==> config.mk <==
export PLATFORM = sky130hd
export DESIGN_NAME = uart_rx_framed
export DESIGN_NICKNAME = d
export VERILOG_FILES = /design/src/rtl/uart_rx_framed.sv
export SDC_FILE = /design/constraint.sdc
export NUM_CORES = 1
export LEC_CHECK = 0
export ABC_AREA = 0
export BUFFER_PORTS_ARGS = -buffer_cell sky130_fd_sc_hd__buf_2
export CORE_ASPECT_RATIO = 1.5
export CORE_UTILIZATION = 47
export CTS_CLUSTER_DIAMETER = 120
export DETAILED_ROUTE_END_ITERATION = 6
export PLACE_DENSITY_LB_ADDON = 0.3
export SYNTH_ARGS = -nofsm -noshare
export SYNTH_HDL_FRONTEND = slang
export SYNTH_SLANG_ARGS = --single-unit
==> constraint.sdc <==
create_clock -name clk -period 2.3 [get_ports clk]
set_input_delay 0.23 -clock clk [delete_from_list [all_inputs] [get_ports clk]]
set_output_delay 0.23 -clock clk [all_outputs]
set_load 0.05 [all_outputs]
==> src/rtl/uart_rx_framed.sv <==
// UART receiver with 3-sample mid-bit majority voting, optional parity, 1/2 stop bits,
// break/overrun reporting and a single held output word with a valid/ready handshake.
module uart_rx_framed #(
    parameter int CLK_HZ       = 50_000_000,
    parameter int BIT_RATE     = 9600,
    parameter int PAYLOAD_BITS = 8,
    parameter int PARITY       = 0,
    parameter int STOP_BITS    = 1
) (
    input  logic                    clk,
    input  logic                    rst_n,
    input  logic                    uart_rxd,
    input  logic                    uart_rx_en,
    input  logic                    rx_ready,
    output logic                    rx_valid,
    output logic [PAYLOAD_BITS-1:0] rx_data,
    output logic                    rx_parity_err,
    output logic                    rx_frame_err,
    output logic                    rx_break,
    output logic                    rx_overrun
);
    localparam int CPB = CLK_HZ / BIT_RATE;
    localparam int CW  = $clog2(CPB);
    localparam int BW  = $clog2(PAYLOAD_BITS);

    localparam logic [CW-1:0] C_LAST = CW'(CPB - 1);
    localparam logic [CW-1:0] C_S0   = CW'(CPB / 2 - 1);
    localparam logic [CW-1:0] C_S1   = CW'(CPB / 2);
    localparam logic [CW-1:0] C_DEC  = CW'(CPB / 2 + 1);
    localparam logic [BW-1:0] B_LAST = BW'(PAYLOAD_BITS - 1);

    typedef enum logic [2:0] {
        S_IDLE, S_START, S_DATA, S_PARITY, S_STOP, S_BREAK
    } state_t;

    state_t                  state_q;
    logic [1:0]              sync_q;
    logic [CW-1:0]           cnt_q;
    logic [1:0]              smp_q;
    logic [BW-1:0]           bit_q;
    logic                    stop_q;
    logic [PAYLOAD_BITS-1:0] data_q;
    logic                    pbit_q;
    logic                    stop0_q;
    logic                    ferr_q;

    logic                    valid_q;
    logic [PAYLOAD_BITS-1:0] dout_q;
    logic                    perr_out_q;
    logic                    ferr_out_q;
    logic                    brk_q;
    logic                    ovr_q;

    logic rxs, maj, at_dec, at_end, last_stop, first_stop, fr_err, par_err, is_brk;

    assign rxs = sync_q[1];

    always_comb begin
        maj        = (smp_q[0] & smp_q[1]) | (smp_q[0] & rxs) | (smp_q[1] & rxs);
        at_dec     = (cnt_q == C_DEC);
        at_end     = (cnt_q == C_LAST);
        last_stop  = (STOP_BITS == 1) || stop_q;
        // On a two-stop frame the first stop sample was stored during the first stop bit
        first_stop = ((STOP_BITS == 1) || !stop_q) ? maj : stop0_q;
        fr_err     = ferr_q | ~maj;
        par_err    = (PARITY != 0) && ((^data_q ^ pbit_q) != (PARITY == 1));
        is_brk     = (data_q == '0) && ((PARITY == 0) || !pbit_q) && !first_stop;
    end

    always_ff @(posedge clk or negedge rst_n) begin
        if (!rst_n)          sync_q <= 2'b11;
        else if (uart_rx_en) sync_q <= {sync_q[0], uart_rxd};
    end

    always_ff @(posedge clk or negedge rst_n) begin
        if (!rst_n) begin
            state_q    <= S_IDLE;
            cnt_q      <= '0;
            smp_q      <= 2'b11;
            bit_q      <= '0;
            stop_q     <= 1'b0;
            data_q     <= '0;
            pbit_q     <= 1'b0;
            stop0_q    <= 1'b1;
            ferr_q     <= 1'b0;
            valid_q    <= 1'b0;
            dout_q     <= '0;
            perr_out_q <= 1'b0;
            ferr_out_q <= 1'b0;
            brk_q      <= 1'b0;
            ovr_q      <= 1'b0;
        end else begin
            brk_q <= 1'b0;
            ovr_q <= 1'b0;
            if (valid_q && rx_ready) valid_q <= 1'b0;

            if (state_q != S_IDLE && state_q != S_BREAK) begin
                cnt_q <= at_end ? '0 : cnt_q + 1'b1;
                if (cnt_q == C_S0) smp_q[0] <= rxs;
                if (cnt_q == C_S1) smp_q[1] <= rxs;
            end

            if (!uart_rx_en) begin
                state_q <= S_IDLE;
            end else begin
                case (state_q)
                    S_IDLE: if (!rxs) begin
                        state_q <= S_START;
                        cnt_q   <= '0;
                    end
                    S_START: begin
                        if (at_dec && maj) state_q <= S_IDLE;
                        else if (at_end) begin
                            state_q <= S_DATA;
                            bit_q   <= '0;
                        end
                    end
                    S_DATA: begin
                        if (at_dec) data_q <= {maj, data_q[PAYLOAD_BITS-1:1]};
                        if (at_end) begin
                            if (bit_q == B_LAST) begin
                                state_q <= (PARITY != 0) ? S_PARITY : S_STOP;
                                stop_q  <= 1'b0;
                                ferr_q  <= 1'b0;
                            end else begin
                                bit_q <= bit_q + 1'b1;
                            end
                        end
                    end
                    S_PARITY: begin
                        if (at_dec) pbit_q  <= maj;
                        if (at_end) state_q <= S_STOP;
                    end
                    S_STOP: begin
                        // Completing at mid-bit leaves half a bit to catch the next start edge
                        if (at_dec && last_stop) begin
                            if (is_brk) begin
                                state_q <= S_BREAK;
                                brk_q   <= 1'b1;
                            end else begin
                                state_q <= S_IDLE;
                                if (!valid_q || rx_ready) begin
                                    valid_q    <= 1'b1;
                                    dout_q     <= data_q;
                                    perr_out_q <= par_err;
                                    ferr_out_q <= fr_err;
                                end else begin
                                    ovr_q <= 1'b1;
                                end
                            end
                        end else if (at_dec) begin
                            stop0_q <= maj;
                            ferr_q  <= ferr_q | ~maj;
                        end else if (at_end) begin
                            stop_q <= 1'b1;
                        end
                    end
                    S_BREAK: if (rxs) state_q <= S_IDLE;
                    default: state_q <= S_IDLE;
                endcase
            end
        end
    end

    assign rx_valid      = valid_q;
    assign rx_data       = dout_q;
    assign rx_parity_err = perr_out_q;
    assign rx_frame_err  = ferr_out_q;
    assign rx_break      = brk_q;
    assign rx_overrun    = ovr_q;
endmodule
==> flow_metrics.py <==
metrics = {
    "cts": {
        "clkTransAtPathRegs_ns": 0.08,
        "tritoncts": "built",
        "clock_path_buffers": 2,
        "hold_buffers": 0,
        "root_buffer": "clkbuf_8",
        "htreeDepth": 2,
        "cts.sinks": 43,
        "insertion_delay_ns": 0.29,
        "postCtsSetupRepairBufs": 0,
        "cts-buffers-inserted": 5,
    },
    "yosys": {
        "ys_warn_count": 0,
        "ys_async_sr_fraction": 1.00,
        "synth-seq-cells": 43,
        "syn_area_per_cell_um2": 11.1,
        "ys_types": 48,
        "synth_cells": 203,
        "synth_fp_nets": 213,
        "synth_seq_area_share": 0.481,
        "synth_edf_count": 0,
        "yosys_most_used_dff": "dfrtp_1",
        "netlist_area_um2": 2250,
    },
    "setup_path": {
        "worstRegToRegCells": 5,
        "crit_path_end": "state_q[0]",
        "slowest_delay_ns": 0.57,
        "cp_num_cells": 5,
        "crit_path_max_fanout": 5,
        "worstPathArrival_ns": 2.33,
        "setup.worst_path.start": "cnt_q[8]",
        "start_kind": "register",
        "path_class": "reg2reg",
        "path_cells": "or4b_4 -> or3_4 -> o221ai_2 -> o211ai_2 -> mux2_4",
        "rrSetupSlack_ns": 0.15,
        "r2r_start": "cnt_q[8]",
        "required_ns": 2.48,
        "cp-end-kind": "register",
        "r2r_end": "state_q[0]",
        "crit_family": "simple AND/OR/NAND/NOR gates",
        "cp_num_buf_inv": 0,
        "critical-path-slowest-cell": "or4b_4",
    },
    "sta": {
        "setup_tns_ns": 0,
        "worst_slack_ns": 0.151,
        "rsz0062_at_grt": "false",
        "hold_viol_final": 0,
        "setup_violations": 0,
        "fin_crit_ns": 2.15,
        "fmax_ghz": 0.465,
        "maxSlewHeadroom": 0.382,
        "fin_crit_sh": 0.934,
        "finClkSkew_ns": 0.00238,
        "worstMarginPinSlew_ns": 0.926,
        "slew_violations": 0,
    },
    "cells_and_area": {
        "area_growth_pct": 12.4,
        "mostFrequentLayoutCells": "dfrtp_1, nor2_1, buf_2, nand2_1, mux2_2",
        "nNetsFinal": 235,
        "fill_cells": 406,
        "fin_area_um2": 2520,
        "mostFrequentLayoutCell": "dfrtp_1",
        "drive_above_1_share": 0.265,
        "antenna_cells": 0,
    },
    "pwr": {
        "vdd_drop_max_mv": 0.399,
        "power_density_nw_per_um2": 837,
        "power_leakage_nw": 1.18,
    },
    "drt": {
        "dr_total_vias": 1555,
        "drc": 0,
        "first_pass_iters": 4,
        "drt-initial-drc-count": 45,
        "wl_per_cell_um": 13.9,
        "routed_wl_um": 4040,
        "vias_per_cell": 5.36,
        "antenna_left": 0,
    },
    "floorplan": {
        "pin_count": 18,
        "rows": 30,
        "die-width_um": 58.5,
        "start_util": 0.495,
        "die_h_um": 86.7,
        "core_um2": 4540,
        "die_area_um2": 5070,
    },
    "placed_design": {
        "gp_congestion": 0.888,
        "place_area_um2": 2380,
        "place_ws_ns": 0.132,
        "hpwl_um": 2970,
        "io_buffers": 16,
    },
    "grt": {
        "grt_max_degree": 44,
        "grt_usage": 0.180,
        "grt_pass1_wl_um": 6950,
        "grt-ovfl-total": 0,
        "grt_pass1_vias": 1562,
        "antenna_found_initial": 0,
    },
    "run_status": {
        "status": "finished clean",
    },
    "flow_run": {
        "cap_viol_max_count": 0,
    },
    "hold_path": {
        "hp-class": "in2async",
    },
}
cell usage after synthesis, drive strengths merged, types with 3 or more instances:
cell type / count / area [µm²]
nor2: 21 / 78.8
nor4b: 3 / 26.3
clkbuf: 4 / 46.3
nor4: 5 / 31.3
xnor2: 9 / 78.8
buf: 6 / 45.0
ha: 5 / 62.6
nand4: 4 / 25.0
nand3: 10 / 50.1
dfstp: 4 / 105
o2111ai: 3 / 26.3
o21ai: 5 / 25.0
nor3: 9 / 50.1
xor2: 4 / 35.0
mux2: 22 / 251
inv: 7 / 26.3
nand2: 14 / 52.6
dfrtp: 39 / 976
registers in the layout, indices dropped and copies added, names as in the netlist:
name and flops:
rx_break 1, data_q 8, rx_frame_err 1, rx_overrun 1
bit_q 3, sync_q 2, cnt_q 13, smp_q 2
state_q 3, rx_data 8, rx_valid 1
per-stage QoR:
step                      power (mW)   util  hold slack [ns]  std cells
final                           2.11  0.556           0.0677        290
after global routing            2.22  0.556            0.153        290
after CTS                       2.13  0.555           0.0968        290
after floorplan                 1.34      -          -0.0656        203
after global placement          1.42  0.525            0.419        282
after detailed placement        1.43  0.525            0.421        282
logic make-up after synthesis:
group,Yosys count,synth area share
AO/OA/AOI/OAI,14,0.0484
buffers and inverters,17,0.0523
XOR/XNOR,13,0.0507
multiplexers,24,0.121
other,1,0.00167
AND/OR/NAND/NOR,85,0.213
flip-flops,43,0.481
adder cells (fa/ha/maj),6,0.0323
area by class of cell:
cell class	count	area, µm²	area share
Clock buffer	5	68.8	0.0273
Tap cell	64	80.1	0.0317
Clock inverter	3	67.6	0.0268
Inverter	7	26.3	0.0104
Timing Repair Buffer	25	148	0.0585
Multi-Input combinational cell	143	1050	0.417
Sequential cell	43	1080	0.428
per-layer routing:
metal  routed length (µm)  vias up  GRT usage
met1                 1740      767      0.200
met4                   67        0     0.0909
met5                    0        -          0
met3                  118        6     0.0418
met2                 2110       24      0.317
li1                     -      758          -
how the worst min path moves through the flow:
stage / startpoint / to / cells after the start
after floorplan: rst_n / bit_q[0] / 0
after global placement: rst_n / rx_data[5] / 1
after detailed placement: rst_n / rx_data[5] / 1
after CTS: rst_n / rx_data[5] / 1
after global routing: rst_n / rx_data[5] / 1
final: rst_n / rx_data[5] / 1
what timing repair did:
action                     in CTS  in global routing
resized for setup               0                  1
hold endpoints to repair        0                  0
setup endpoints to repair       0                  1
where the power goes:
part	switching [mW]	internal [mW]
combinational	0.287	0.215
sequential	0.0966	0.819
clock	0.263	0.433
total	0.646	1.47
Power figures use the tool's default switching activity.
